**config.mk**
```make
export PLATFORM = sky130hd
export DESIGN_NAME = mem_bus_arbiter
export DESIGN_NICKNAME = d
export VERILOG_FILES = /design/src/rtl/mem_bus_arbiter.sv
export SDC_FILE = /design/constraint.sdc
export NUM_CORES = 1
export LEC_CHECK = 0
export CAP_MARGIN = 15
export CORE_ASPECT_RATIO = 1.4
export CORE_MARGIN = 5
export CORE_UTILIZATION = 40
export DETAILED_ROUTE_END_ITERATION = 10
export PLACE_DENSITY = 0.75
export SLEW_MARGIN = 30
export SYNTH_ARGS = -nofsm -noshare
export SYNTH_HDL_FRONTEND = slang
export SYNTH_SLANG_ARGS = --single-unit
```
**constraint.sdc**
```tcl
create_clock -name clk -period 4.1 [get_ports clk]
set_input_delay 0.615 -clock clk [delete_from_list [all_inputs] [get_ports clk]]
set_output_delay 0.615 -clock clk [all_outputs]
set_load 0.05 [all_outputs]
```
**src/rtl/mem_bus_arbiter.sv**
```systemverilog
// rtl/mem_bus_arbiter.sv - two-port round-robin arbiter for the multiplexed ALE/En/Rw memory bus
// Optional data-phase wait/timeout support: define BUS_WAIT_EN.
module mem_bus_arbiter #(
  parameter int DATA_W = 8
`ifdef BUS_WAIT_EN
  , parameter int WAIT_MAX = 15
`endif
) (
  input  logic              clk,
  input  logic              rst,
  input  logic              req0,
  input  logic              req1,
  input  logic              rw0,
  input  logic              rw1,
  input  logic [DATA_W-1:0] addr0,
  input  logic [DATA_W-1:0] addr1,
  input  logic [DATA_W-1:0] wdata0,
  input  logic [DATA_W-1:0] wdata1,
  output logic              gnt0,
  output logic              gnt1,
  output logic              ack0,
  output logic              ack1,
  output logic [DATA_W-1:0] rdata,
  output logic              bus_err,
  output logic              ALE,
  output logic              En,
  output logic              Rw,
  output logic [DATA_W-1:0] bus_out,
  output logic              bus_oe,
`ifdef BUS_WAIT_EN
  input  logic              mem_wait,
`endif
  input  logic [DATA_W-1:0] bus_in
);

  typedef enum logic [1:0] {IDLE, ADDR, DATA, DONE} state_e;

  state_e              state_q;
  logic                last_q;
  logic                sel_q;
  logic                rw_q;
  logic [DATA_W-1:0]   wdata_q;
  logic                gnt0_q, gnt1_q, ack0_q, ack1_q;
  logic                ale_q, en_q, rw_out_q, oe_q;
  logic [DATA_W-1:0]   bus_out_q;
  logic [DATA_W-1:0]   rdata_q;

  logic                sel_d;
  logic                data_exit_d;

`ifdef BUS_WAIT_EN
  localparam int CW = $clog2(WAIT_MAX + 1);
  logic [CW-1:0] wait_cnt_q;
  logic          bus_err_q;

  assign data_exit_d = !mem_wait || (wait_cnt_q == CW'(WAIT_MAX));
  assign bus_err     = bus_err_q;
`else
  assign data_exit_d = 1'b1;
  assign bus_err     = 1'b0;
`endif

  // Single requester wins outright; a tie goes to the port that did not win last.
  always_comb begin
    sel_d = 1'b0;
    if (req0 && req1) sel_d = ~last_q;
    else if (req1)    sel_d = 1'b1;
  end

  always_ff @(posedge clk or negedge rst) begin
    if (!rst) begin
      state_q   <= IDLE;
      last_q    <= 1'b1;
      sel_q     <= 1'b0;
      rw_q      <= 1'b1;
      wdata_q   <= '0;
      gnt0_q    <= 1'b0;
      gnt1_q    <= 1'b0;
      ack0_q    <= 1'b0;
      ack1_q    <= 1'b0;
      ale_q     <= 1'b0;
      en_q      <= 1'b0;
      rw_out_q  <= 1'b1;
      oe_q      <= 1'b0;
      bus_out_q <= '0;
      rdata_q   <= '0;
`ifdef BUS_WAIT_EN
      wait_cnt_q <= '0;
      bus_err_q  <= 1'b0;
`endif
    end else begin
      ack0_q <= 1'b0;
      ack1_q <= 1'b0;
`ifdef BUS_WAIT_EN
      bus_err_q <= 1'b0;
`endif
      case (state_q)
        IDLE: begin
          if (req0 || req1) begin
            state_q   <= ADDR;
            sel_q     <= sel_d;
            last_q    <= sel_d;
            rw_q      <= sel_d ? rw1 : rw0;
            wdata_q   <= sel_d ? wdata1 : wdata0;
            gnt0_q    <= ~sel_d;
            gnt1_q    <= sel_d;
            ale_q     <= 1'b1;
            oe_q      <= 1'b1;
            bus_out_q <= sel_d ? addr1 : addr0;
            rw_out_q  <= sel_d ? rw1 : rw0;
`ifdef BUS_WAIT_EN
            wait_cnt_q <= '0;
`endif
          end
        end
        ADDR: begin
          state_q   <= DATA;
          ale_q     <= 1'b0;
          en_q      <= 1'b1;
          oe_q      <= ~rw_q;
          bus_out_q <= rw_q ? '0 : wdata_q;
        end
        DATA: begin
          if (data_exit_d) begin
            state_q   <= DONE;
            en_q      <= 1'b0;
            oe_q      <= 1'b0;
            bus_out_q <= '0;
            rw_out_q  <= 1'b1;
            ack0_q    <= ~sel_q;
            ack1_q    <= sel_q;
            if (rw_q) rdata_q <= bus_in;
`ifdef BUS_WAIT_EN
            bus_err_q <= mem_wait;
          end else begin
            wait_cnt_q <= wait_cnt_q + 1'b1;
`endif
          end
        end
        DONE: begin
          state_q <= IDLE;
          gnt0_q  <= 1'b0;
          gnt1_q  <= 1'b0;
        end
        default: begin
          state_q   <= IDLE;
          gnt0_q    <= 1'b0;
          gnt1_q    <= 1'b0;
          ale_q     <= 1'b0;
          en_q      <= 1'b0;
          rw_out_q  <= 1'b1;
          oe_q      <= 1'b0;
          bus_out_q <= '0;
        end
      endcase
    end
  end

  assign gnt0    = gnt0_q;
  assign gnt1    = gnt1_q;
  assign ack0    = ack0_q;
  assign ack1    = ack1_q;
  assign rdata   = rdata_q;
  assign ALE     = ale_q;
  assign En      = en_q;
  assign Rw      = rw_out_q;
  assign bus_out = bus_out_q;
  assign bus_oe  = oe_q;

endmodule

```
==> results of run 1 <==
## worst reg2reg max path, cell delays in order, from the launching register on
cell	delay (ps)
sky130_fd_sc_hd__dfrtp_1	400
sky130_fd_sc_hd__inv_1	80
sky130_fd_sc_hd__ha_1	530
sky130_fd_sc_hd__nor2_1	130
sky130_fd_sc_hd__a21oi_4	360
sky130_fd_sc_hd__mux2_2	380
## state kept, by name, summed over array words and instances, names as in the netlist, 2 cells and up
| register | flops |
|---|---|
| state_q | 2 |
| bus_out | 8 |
| rdata | 8 |
| wdata_q | 8 |
## per-stage QoR
stage	hold slack (ps)	setup slack (ps)	std cells	area, µm²	utilization [%]
floorplan	319	2630	156	1780	-
global placement	442	1350	280	2490	58.3
CTS	442	1610	288	2590	60.7
global route	461	1470	288	2590	60.7
finish	413	1600	288	2590	60.7
detailed placement	438	1300	280	2490	58.3
## how the worst max path moves through the flow
stage	slack, ps	from	end	cells after the start
2_1_floorplan	2630	state_q[0]	bus_oe	5
3_3_place_gp	1350	req1	bus_out[3]	6
3_5_place_dp	1300	req1	bus_out[3]	6
4_1_cts	1610	req1	bus_out[3]	6
5_1_grt	1470	req1	bus_out[3]	6
6_report	1600	req1	bus_out[3]	6
## Yosys cell counts, drive strengths merged
library cell / count
dfstp: 3
dfrtp: 34
clkbuf: 2
o22ai: 1
mux2: 9
and2: 1
mux2i: 20
a31oi: 1
buf: 6
nand2: 15
o21a: 1
nor2: 13
conb: 1
ha: 4
a22o: 4
o21ai: 12
a21oi: 12
a2bb2oi: 8
or2: 1
inv: 5
a21boi: 1
nor2b: 1
a32o: 1
## kinds of logic after synthesis
| kind of cell | Yosys count | share of synthesized area (%) |
|---|---|---|
| AO/OA/AOI/OAI | 41 | 15.6 |
| adder cells (fa/ha/maj) | 4 | 2.82 |
| buffers and inverters | 13 | 4.86 |
| flip-flops | 37 | 52.4 |
| multiplexers | 29 | 17.0 |
| other | 1 | 0.211 |
| AND/OR/NAND/NOR | 31 | 7.12 |
## layout make-up
class	instances	area, µm²	share of cell area (%)
clock buffer	7	96.3	3.72
clock inverter	1	5.00	0.193
inverter	5	18.8	0.724
multi-input combinational	106	759	29.3
sequential	37	930	35.9
tap	60	75.1	2.90
timing repair buffer	72	708	27.3
## power by group
part | total [mW] | internal [mW] | switching [mW]
Combinational | 1.31 | 0.524 | 0.786
Clock | 0.274 | 0.152 | 0.122
Sequential | 0.663 | 0.561 | 0.102
Total | 2.25 | 1.24 | 1.01
## layer usage
| metal | wire (µm) | up-vias | track usage [%] |
|---|---|---|---|
| li1 | - | 687 | - |
| met1 | 1500 | 640 | 15.6 |
| met2 | 2000 | 46 | 23.6 |
| met3 | 289 | 10 | 4.57 |
| met4 | 92 | 0 | 7.39 |
| met5 | 0 | - | 0 |
==> impl_metrics.sql, run 1 <==
INSERT INTO impl_metrics (metric_group, metric, value, unit) VALUES
('yosys', 'yosys_warnings', '0', ''),
('worst_setup_path', 'setup.worst_path.start_class', 'primary input', ''),
('yosys', 'post-synth-top-area-fraction', '47.9', '%'),
('sta', 'finalWorstPathRequiredPeriod', '2500', 'ps'),
('drt', 'vias', '1383', ''),
('worst_hold_path', 'hp-class', 'primary input to async pin', ''),
('drt', 'postRouteWirelength', '3890', 'µm'),
('worst_setup_path', 'critical_path_buf_inv_count', '2', ''),
('final_layout', 'commonest_non_fill_non_tap_cell_in_the_layout', 'sky130_fd_sc_hd__clkdlybuf4s50_1', ''),
('final_layout', 'final_nets', '277', ''),
('clock_tree', 'hold_buffers', '0', ''),
('worst_setup_path', 'cpLargestDelayFamily', 'compound AO/OA/AOI/OAI gates', ''),
('yosys', 'mappedNetlistArea', '0.00178', 'mm²'),
('yosys', 'ys_ff_latch', '37', ''),
('yosys', 'synth_cells', '156', ''),
('yosys', 'syn-mean-instance-area', '11.4', 'µm²'),
('floorplanning', 'io_pins', '71', ''),
('clock_tree', 'tritoncts_clock_tree', 'yes', ''),
('clock_tree', 'cts_num_sinks', '37', ''),
('yosys', 'synth_cell_type_count', '29', ''),
('drt', 'vias_per_cell', '4.80', ''),
('sta', 'setup_viol_count_final', '0', ''),
('worst_setup_path', 'max_stage_delay', '730', 'ps'),
('grt', 'antenna_found_initial', '0', ''),
('final_layout', 'fill_cells', '384', ''),
('sta', 'min_period_over_period', '60.9', '%'),
('sta', 'worst_pin_slew', '877', 'ps'),
('sta', 'max-slew-margin-rel', '41.2', '%'),
('final_layout', 'mostFrequentLayoutCells', '68 x sky130_fd_sc_hd__clkdlybuf4s50_1, 34 x sky130_fd_sc_hd__dfrtp_1, 20 x sky130_fd_sc_hd__mux2i_1', ''),
('clock_tree', 'cts.repair.resized', '0', ''),
('worst_setup_path', 'worst_ep_required_time', '4260', 'ps'),
('grt', 'via_count_of_the_first_global_routing_pass', '1421', ''),
('yosys', 'ys_top_cells_by_area', 'sky130_fd_sc_hd__dfrtp_1 48%, sky130_fd_sc_hd__mux2i_1 11%, sky130_fd_sc_hd__mux2_2 5.7%, sky130_fd_sc_hd__dfstp_2 4.4%, sky130_fd_sc_hd__a2bb2oi_1 3.9%', ''),
('worst_setup_path', 'crit_fanout', '12', ''),
('place', 'detailed_place_hpwl', '3010', 'µm'),
('worst_setup_path', 'worstPathArrival', '2650', 'ps'),
('sta', 'rsz0062_at_grt', 'no', ''),
('floorplanning', 'dieWidth', '66.3', 'µm'),
('grt', 'overall_overflow_remaining_after_global_route', '0', ''),
('yosys', 'synth.largest_area_cell', 'sky130_fd_sc_hd__dfrtp_1', ''),
('yosys', 'total_nets_after_synthesis', '206', ''),
('yosys', 'synth.yosys.seq_area_share', '52.4', '%'),
('clock_tree', 'postCtsSetupRepairBufs', '0', ''),
('floorplanning', 'dieArea', '0.00589', 'mm²'),
('clock_tree', 'ctsLongestPathBuffers', '2', ''),
('status', 'result_of_the_run', 'finished, final reports clean', ''),
('clock_tree', 'clk_latency', '280', 'ps'),
('drt', 'drt_iter0_drc', '19', ''),
('clock_tree', 'htree_num_levels', '2', ''),
('place', 'buffer_ports.inserted', '69', ''),
('clock_tree', 'clock_transition_time_at_the_flip_flop_clock_pins_of_the_worst_setup_and_hold_paths', '70', 'ps'),
('job', 'maxCapViolCount', '0', ''),
('grt', 'globalRouteTotalUtil', '14.0', '%'),
('floorplanning', 'floorplan.initialDensity', '41.5', '%'),
('floorplanning', 'core-area', '0.00427', 'mm²'),
('worst_setup_path', 'critical_path.cell_chain', 'clkdlybuf4s50_1 -> a21boi_2 -> buf_4 -> mux2i_1 -> a2bb2oi_1 -> a21oi_1', ''),
('worst_setup_path', 'r2r_end', 'bus_oe', ''),
('power', 'leakage', '1.12', 'nW'),
('place', 'globalplace.congestion', '0.793', ''),
('clock_tree', 'cts_root_buffer', 'sky130_fd_sc_hd__clkbuf_8', ''),
('grt', 'grt_max_degree', '38', ''),
('sta', 'hold_viol_final', '0', ''),
('power', 'ir_worst_vdd', '0.450', 'mV'),
('grt', 'first_pass_grt_wire_length', '6290', 'µm'),
('floorplanning', 'die_height', '88.8', 'µm'),
('drt', 'detail-route-antenna-nets', '0', ''),
('worst_setup_path', 'crit_path_end_kind', 'flop', ''),
('final_layout', 'layout_cell_share_with_drive_strength_beyond_1', '12.3', '%'),
('power', 'p_per_area', '867', 'mW/mm²'),
('floorplanning', 'floorplan.rows', '28', ''),
('drt', 'drt_drc_violations_left', '0', '');
(Power assumes the default switching activity.)
==> run 2: changes to the inputs <==
- clock period: 4.1 -> 2.3 ns (I/O delays scaled with it)
==> run 2 against run 1 <==
  * Critical path depth fell by 5
  * Power increased by 82%
  * Clock-buffer cell count unchanged
  * Die area unchanged
  * Worst setup slack got worse by 1300 ps
  * Global-route usage is 1.2 points higher
==> impl_metrics.sql, run 2 (synthesis gave the netlist of run 1 again) <==
INSERT INTO impl_metrics (metric_group, metric, value, unit) VALUES
('worst_setup_path', 'crit_path_end_kind', 'output pin', ''),
('worst_setup_path', 'critical_path.cell_chain', 'clkdlybuf4s50_1', ''),
('sta', 'whs', '136', 'ps'),
('grt', 'first_pass_grt_wire_length', '6650', 'µm'),
('grt', 'use_met3', '4.96', '%'),
('worst_setup_path', 'crit_path_top_delay_cell', 'sky130_fd_sc_hd__clkdlybuf4s50_1', ''),
('power', 'power_report.internal_total', '2.25', 'mW'),
('floorplanning', 'core-area', '0.00427', 'mm²'),
('clock_tree', 'clk_latency', '290', 'ps'),
('floorplanning', 'dieWidth', '66.3', 'µm'),
('clock_tree', 'tritoncts_clock_tree', 'yes', ''),
('place', 'globalplace.congestion', '0.765', ''),
('power', 'share_clk_of_total_power', '12.1', '%'),
('drt', 'number_of_optimization_iterations_in_the_first_detailed_route_pass', '4', ''),
('sta', 'hold_viol_final', '0', ''),
('drt', 'vias_per_cell', '4.77', ''),
('power', 'net-switching-power', '1.85', 'mW'),
('sta', 'finalWorstPathRequiredPeriod', '1960', 'ps'),
('sta', 'max-slew-margin-rel', '46.9', '%'),
('final_layout', 'fin_area', '0.00262', 'mm²'),
('floorplanning', 'dieArea', '0.00589', 'mm²'),
('worst_setup_path', 'reg2regPathDepth', '6', ''),
('sta', 'setup_viol_count_final', '0', ''),
('worst_setup_path', 'setup_slack_on_the_worst_flop_to_flop_path', '470', 'ps'),
('grt', 'gr-usage-met2', '23.8', '%'),
('power', 'p_per_area', '1560', 'mW/mm²'),
('power', 'seq_power_share', '29.1', '%'),
('clock_tree', 'clock_transition_time_at_the_flip_flop_clock_pins_of_the_worst_setup_and_hold_paths', '70', 'ps'),
('grt', 'overall_overflow_remaining_after_global_route', '0', ''),
('worst_setup_path', 'cpLargestDelayFamily', 'buffers and inverters', ''),
('power', 'combinationalPowerShare', '58.8', '%'),
('clock_tree', 'postCtsSetupRepairBufs', '0', ''),
('clock_tree', 'htree_num_levels', '2', ''),
('sta', 'fin_worst_skew', '5.59', 'ps'),
('drt', 'postRouteWirelength', '4020', 'µm'),
('clock_tree', 'hold_buffers', '0', ''),
('power', 'leakage', '1.14', 'nW'),
('final_layout', 'commonest_non_fill_non_tap_cell_in_the_layout', 'sky130_fd_sc_hd__clkdlybuf4s50_1', ''),
('worst_setup_path', 'worstPathArrival', '1610', 'ps'),
('grt', 'top_usage_layer', 'met2', ''),
('sta', 'tns', '0', 'ps'),
('final_layout', 'synthToLayoutAreaGrowth', '47.7', '%'),
('grt', 'global_route.usage.met1', '19.1', '%'),
('worst_hold_path', 'hp-class', 'primary input to async pin', ''),
('drt', 'vias', '1393', ''),
('drt', 'route.detailed.wl_per_inst', '13.8', 'µm'),
('drt', 'detail-route-antenna-nets', '0', ''),
('clock_tree', 'cts_num_sinks', '37', ''),
('worst_setup_path', 'critical_path_buf_inv_count', '1', ''),
('worst_setup_path', 'r2r_end', 'bus_out[7]', ''),
('final_layout', 'final_nets', '281', ''),
('place', 'detailed_place_hpwl', '3130', 'µm'),
('floorplanning', 'die_height', '88.8', 'µm'),
('clock_tree', 'cts.repair.resized', '0', ''),
('worst_setup_path', 'crit_fanout', '2', ''),
('grt', 'antenna_found_initial', '0', ''),
('worst_setup_path', 'max_stage_delay', '790', 'ps'),
('worst_setup_path', 'setup.worst_path.start_class', 'flop', ''),
('final_layout', 'mostFrequentLayoutCells', '68 x sky130_fd_sc_hd__clkdlybuf4s50_1, 34 x sky130_fd_sc_hd__dfrtp_1, 20 x sky130_fd_sc_hd__mux2i_1', ''),
('clock_tree', 'cts_root_buffer', 'sky130_fd_sc_hd__clkbuf_8', ''),
('grt', 'via_count_of_the_first_global_routing_pass', '1409', ''),
('final_layout', 'diodes', '0', ''),
('floorplanning', 'floorplan.initialDensity', '41.5', '%'),
('status', 'result_of_the_run', 'finished, final reports clean', ''),
('sta', 'achievable-frequency', '511', 'MHz'),
('drt', 'drt_drc_violations_left', '0', ''),
('worst_setup_path', 'worst-setup-path-type', 'flop to output pin', ''),
('clock_tree', 'cts_made_buffers', '5', ''),
('worst_setup_path', 'r2r-start', 'state_q[0]', ''),
('sta', 'rsz0062_at_grt', 'no', ''),
('sta', 'slew_violations', '0', ''),
('final_layout', 'layout_cell_share_with_drive_strength_beyond_1', '13.8', '%'),
('clock_tree', 'ctsLongestPathBuffers', '2', ''),
('place', 'placement.cell_area', '0.00252', 'mm²'),
('worst_setup_path', 'worst_ep_required_time', '1960', 'ps'),
('job', 'maxCapViolCount', '0', ''),
('power', 'swShare', '45.1', '%'),
('sta', 'worst_pin_slew', '797', 'ps'),
('floorplanning', 'floorplan.rows', '28', ''),
('grt', 'globalRouteTotalUtil', '15.3', '%'),
('drt', 'drt_iter0_drc', '57', ''),
('sta', 'min_period_over_period', '85.1', '%'),
('grt', 'grt_max_degree', '38', ''),
('place', 'buffer_ports.inserted', '69', ''),
('power', 'ir_worst_vdd', '0.809', 'mV'),
('floorplanning', 'io_pins', '71', '');
==> run 2: changes by cell type in the layout (fill, tap and decap cells not counted), sizes merged <==
cell	delta
buf	+4
==> run 2: final cells by class <==
cell class / instances / area, µm²
clock buffer: 7 / 96.3
clock inverter: 1 / 5.00
fill: 361 / 1650
inverter: 5 / 18.8
multi-input combinational: 106 / 759
sequential: 37 / 930
tap: 60 / 75.1
timing repair buffer: 76 / 738
==> run 2: metal layers <==
| metal | vias to the layer above | routed length [µm] |
|---|---|---|
| met1 | 646 | 1690 |
| met2 | 43 | 1970 |
| met4 | 0 | 106 |
| li1 | 696 | - |
| met5 | - | 0 |
| met3 | 8 | 255 |
==> run 2: stage by stage <==
stage	power, mW	util (%)	setup WS, ps	std cells
finish	4.09	61.4	343	292
global route	4.40	61.4	300	292
CTS	4.13	61.4	321	292
detailed placement	3.63	59.0	320	284
global placement	3.58	59.0	412	284
floorplan	2.91	-	831	156
==> run 2: worst max path at each step <==
| stage | startpoint | to | slack, ps | depth (start not counted) |
|---|---|---|---|---|
| after floorplan | state_q[0] | bus_oe | 830 | 5 |
| after global placement | req1 | bus_out[3] | 410 | 6 |
| after detailed placement | req1 | bus_out[7] | 320 | 6 |
| after CTS | Rw | Rw | 320 | 1 |
| after global routing | Rw | Rw | 300 | 1 |
| final | Rw | Rw | 340 | 1 |
==> run 2: power by group through the flow <==
stage	registers [mW]	logic, mW	clock network, mW
2_1_floorplan	1.87	1.04	0
6_report	1.19	2.41	0.497
3_5_place_dp	1.21	2.42	0
4_1_cts	1.20	2.43	0.505
5_1_grt	1.24	2.62	0.540
3_3_place_gp	1.19	2.38	0
==> run 3: changes to the inputs <==
- SKIP_LAST_GASP: not set -> 1
- clock period: 2.3 -> 2.41 ns (I/O delays scaled with it)
==> run 3 against run 2 <==
  * Clock-buffer cell count did not move
  * Register-to-register slack improved by 130 ps
  * Worst hold slack improved by 16 ps
  * Critical path type unchanged
  * Largest power group unchanged
==> impl_metrics.sql, run 3 (synthesis gave the netlist of run 1 again) <==
INSERT INTO impl_metrics (metric_group, metric, value, unit) VALUES
('status', 'result_of_the_run', 'finished, final reports clean', ''),
('drt', 'drt_drc_violations_left', '0', ''),
('place', 'detailed_place_hpwl', '3110', 'µm'),
('drt', 'vias_per_cell', '4.81', ''),
('sta', 'tns', '0', 'ps'),
('final_layout', 'diodes', '0', ''),
('drt', 'route.detailed.wl_per_inst', '13.9', 'µm'),
('job', 'maxCapViolCount', '0', ''),
('worst_setup_path', 'max_stage_delay', '800', 'ps'),
('clock_tree', 'cts_made_buffers', '5', ''),
('grt', 'global_route.usage.met1', '16.7', '%'),
('clock_tree', 'htree_num_levels', '2', ''),
('worst_setup_path', 'setup.worst_path.start_class', 'flop', ''),
('clock_tree', 'cts_num_sinks', '37', ''),
('sta', 'whs', '152', 'ps'),
('worst_setup_path', 'reg2regPathDepth', '6', ''),
('grt', 'grt_max_degree', '38', ''),
('place', 'globalplace.congestion', '0.779', ''),
('clock_tree', 'postCtsSetupRepairBufs', '0', ''),
('grt', 'overall_overflow_remaining_after_global_route', '0', ''),
('worst_setup_path', 'critical_path_buf_inv_count', '1', ''),
('worst_setup_path', 'crit_path_top_delay_cell', 'sky130_fd_sc_hd__clkdlybuf4s50_1', ''),
('sta', 'max-slew-margin-rel', '45.7', '%'),
('grt', 'via_count_of_the_first_global_routing_pass', '1445', ''),
('sta', 'worst_pin_slew', '814', 'ps'),
('sta', 'slew_violations', '0', ''),
('grt', 'antenna_found_initial', '0', ''),
('worst_setup_path', 'critical_path.cell_chain', 'clkdlybuf4s50_1', ''),
('sta', 'achievable-frequency', '505', 'MHz'),
('floorplanning', 'dieArea', '0.00589', 'mm²'),
('grt', 'top_usage_layer', 'met2', ''),
('worst_setup_path', 'worstPathArrival', '1620', 'ps'),
('power', 'leakage', '1.13', 'nW'),
('floorplanning', 'floorplan.initialDensity', '41.5', '%'),
('clock_tree', 'ctsLongestPathBuffers', '2', ''),
('clock_tree', 'cts_root_buffer', 'sky130_fd_sc_hd__clkbuf_8', ''),
('floorplanning', 'die_height', '88.8', 'µm'),
('grt', 'globalRouteTotalUtil', '15.0', '%'),
('drt', 'postRouteWirelength', '4040', 'µm'),
('final_layout', 'synthToLayoutAreaGrowth', '46.9', '%'),
('sta', 'rsz0062_at_grt', 'no', ''),
('worst_setup_path', 'worst_ep_required_time', '2050', 'ps'),
('drt', 'detail-route-antenna-nets', '0', ''),
('grt', 'use_met3', '5.21', '%'),
('sta', 'fin_worst_skew', '11.8', 'ps'),
('clock_tree', 'cts.repair.resized', '0', ''),
('final_layout', 'final_nets', '279', ''),
('worst_setup_path', 'crit_cells', '1', ''),
('place', 'preCtsSetupSlack', '286', 'ps'),
('power', 'ir_worst_vdd', '0.952', 'mV'),
('drt', 'number_of_optimization_iterations_in_the_first_detailed_route_pass', '4', ''),
('clock_tree', 'clk_latency', '290', 'ps'),
('place', 'buffer_ports.inserted', '69', ''),
('worst_hold_path', 'hp-class', 'primary input to async pin', ''),
('worst_setup_path', 'crit_path_end_kind', 'output pin', ''),
('final_layout', 'mostFrequentLayoutCells', '68 x sky130_fd_sc_hd__clkdlybuf4s50_1, 34 x sky130_fd_sc_hd__dfrtp_1, 20 x sky130_fd_sc_hd__mux2i_1', ''),
('worst_setup_path', 'crit_fanout', '2', ''),
('floorplanning', 'floorplan.rows', '28', ''),
('sta', 'min_period_over_period', '82.2', '%'),
('drt', 'drt_iter0_drc', '55', ''),
('floorplanning', 'io_pins', '71', ''),
('grt', 'gr-usage-met2', '24.9', '%'),
('sta', 'postLayoutSetupSlackWorst', '428', 'ps'),
('drt', 'vias', '1396', ''),
('worst_setup_path', 'setup_slack_on_the_worst_flop_to_flop_path', '600', 'ps'),
('clock_tree', 'hold_buffers', '0', ''),
('clock_tree', 'tritoncts_clock_tree', 'yes', ''),
('sta', 'hold_viol_final', '0', ''),
('final_layout', 'commonest_non_fill_non_tap_cell_in_the_layout', 'sky130_fd_sc_hd__clkdlybuf4s50_1', ''),
('floorplanning', 'dieWidth', '66.3', 'µm'),
('final_layout', 'fill_cells', '402', ''),
('clock_tree', 'clock_transition_time_at_the_flip_flop_clock_pins_of_the_worst_setup_and_hold_paths', '80', 'ps'),
('worst_setup_path', 'cpLargestDelayFamily', 'buffers and inverters', ''),
('sta', 'finalWorstPathRequiredPeriod', '1980', 'ps'),
('sta', 'setup_viol_count_final', '0', ''),
('power', 'p_per_area', '1500', 'mW/mm²'),
('worst_setup_path', 'worst-setup-path-type', 'flop to output pin', ''),
('grt', 'first_pass_grt_wire_length', '6540', 'µm'),
('floorplanning', 'core-area', '0.00427', 'mm²'),
('final_layout', 'layout_cell_share_with_drive_strength_beyond_1', '13.0', '%');
-- run 3: changes by cell type in the layout (fill, tap and decap cells not counted) --
cell                    change
sky130_fd_sc_hd__buf_4      -2
-- run 3: cell type report --
class / count / area (µm²) / share of cell area [%]
inverters: 5 / 18.8 / 0.720
repair buffers: 74 / 723 / 27.7
well taps: 60 / 75.1 / 2.88
multi-input cells: 106 / 759 / 29.1
clock buffers: 7 / 96.3 / 3.69
clock inverters: 1 / 5.00 / 0.192
flip-flops and latches: 37 / 930 / 35.7
-- run 3: final timing paths --
path                             from         end
hold reg to reg                 sel_q        ack0
setup reg to reg           state_q[0]  bus_out[4]
max in group asynchronous         rst  wdata_q[2]
hold / removal                    rst        gnt0
setup / recovery                   Rw          Rw
min in group clk                sel_q        ack0
-- run 3: power breakdown --
group	internal (mW)	switching, mW
registers	0.954	0.182
logic	0.931	1.36
clock network	0.259	0.219
total	2.14	1.76
-- run 3: per-stage QoR --
stage                     util (%)  instances  area, µm²  power, mW
after global placement        58.6        282       2510       3.42
final                         61.0        290       2610       3.90
after detailed placement      58.6        282       2510       3.45
after global routing          61.0        290       2610       4.17
after floorplan                  -        156       1780       2.78
after CTS                     61.0        290       2610       3.94
-- run 3: per-layer routing --
metal | part of all wire, % | wire [µm]
met1 | 40 | 1630
met4 | 1.6 | 65
met5 | 0 | 0
met3 | 6.5 | 262
met2 | 52 | 2090
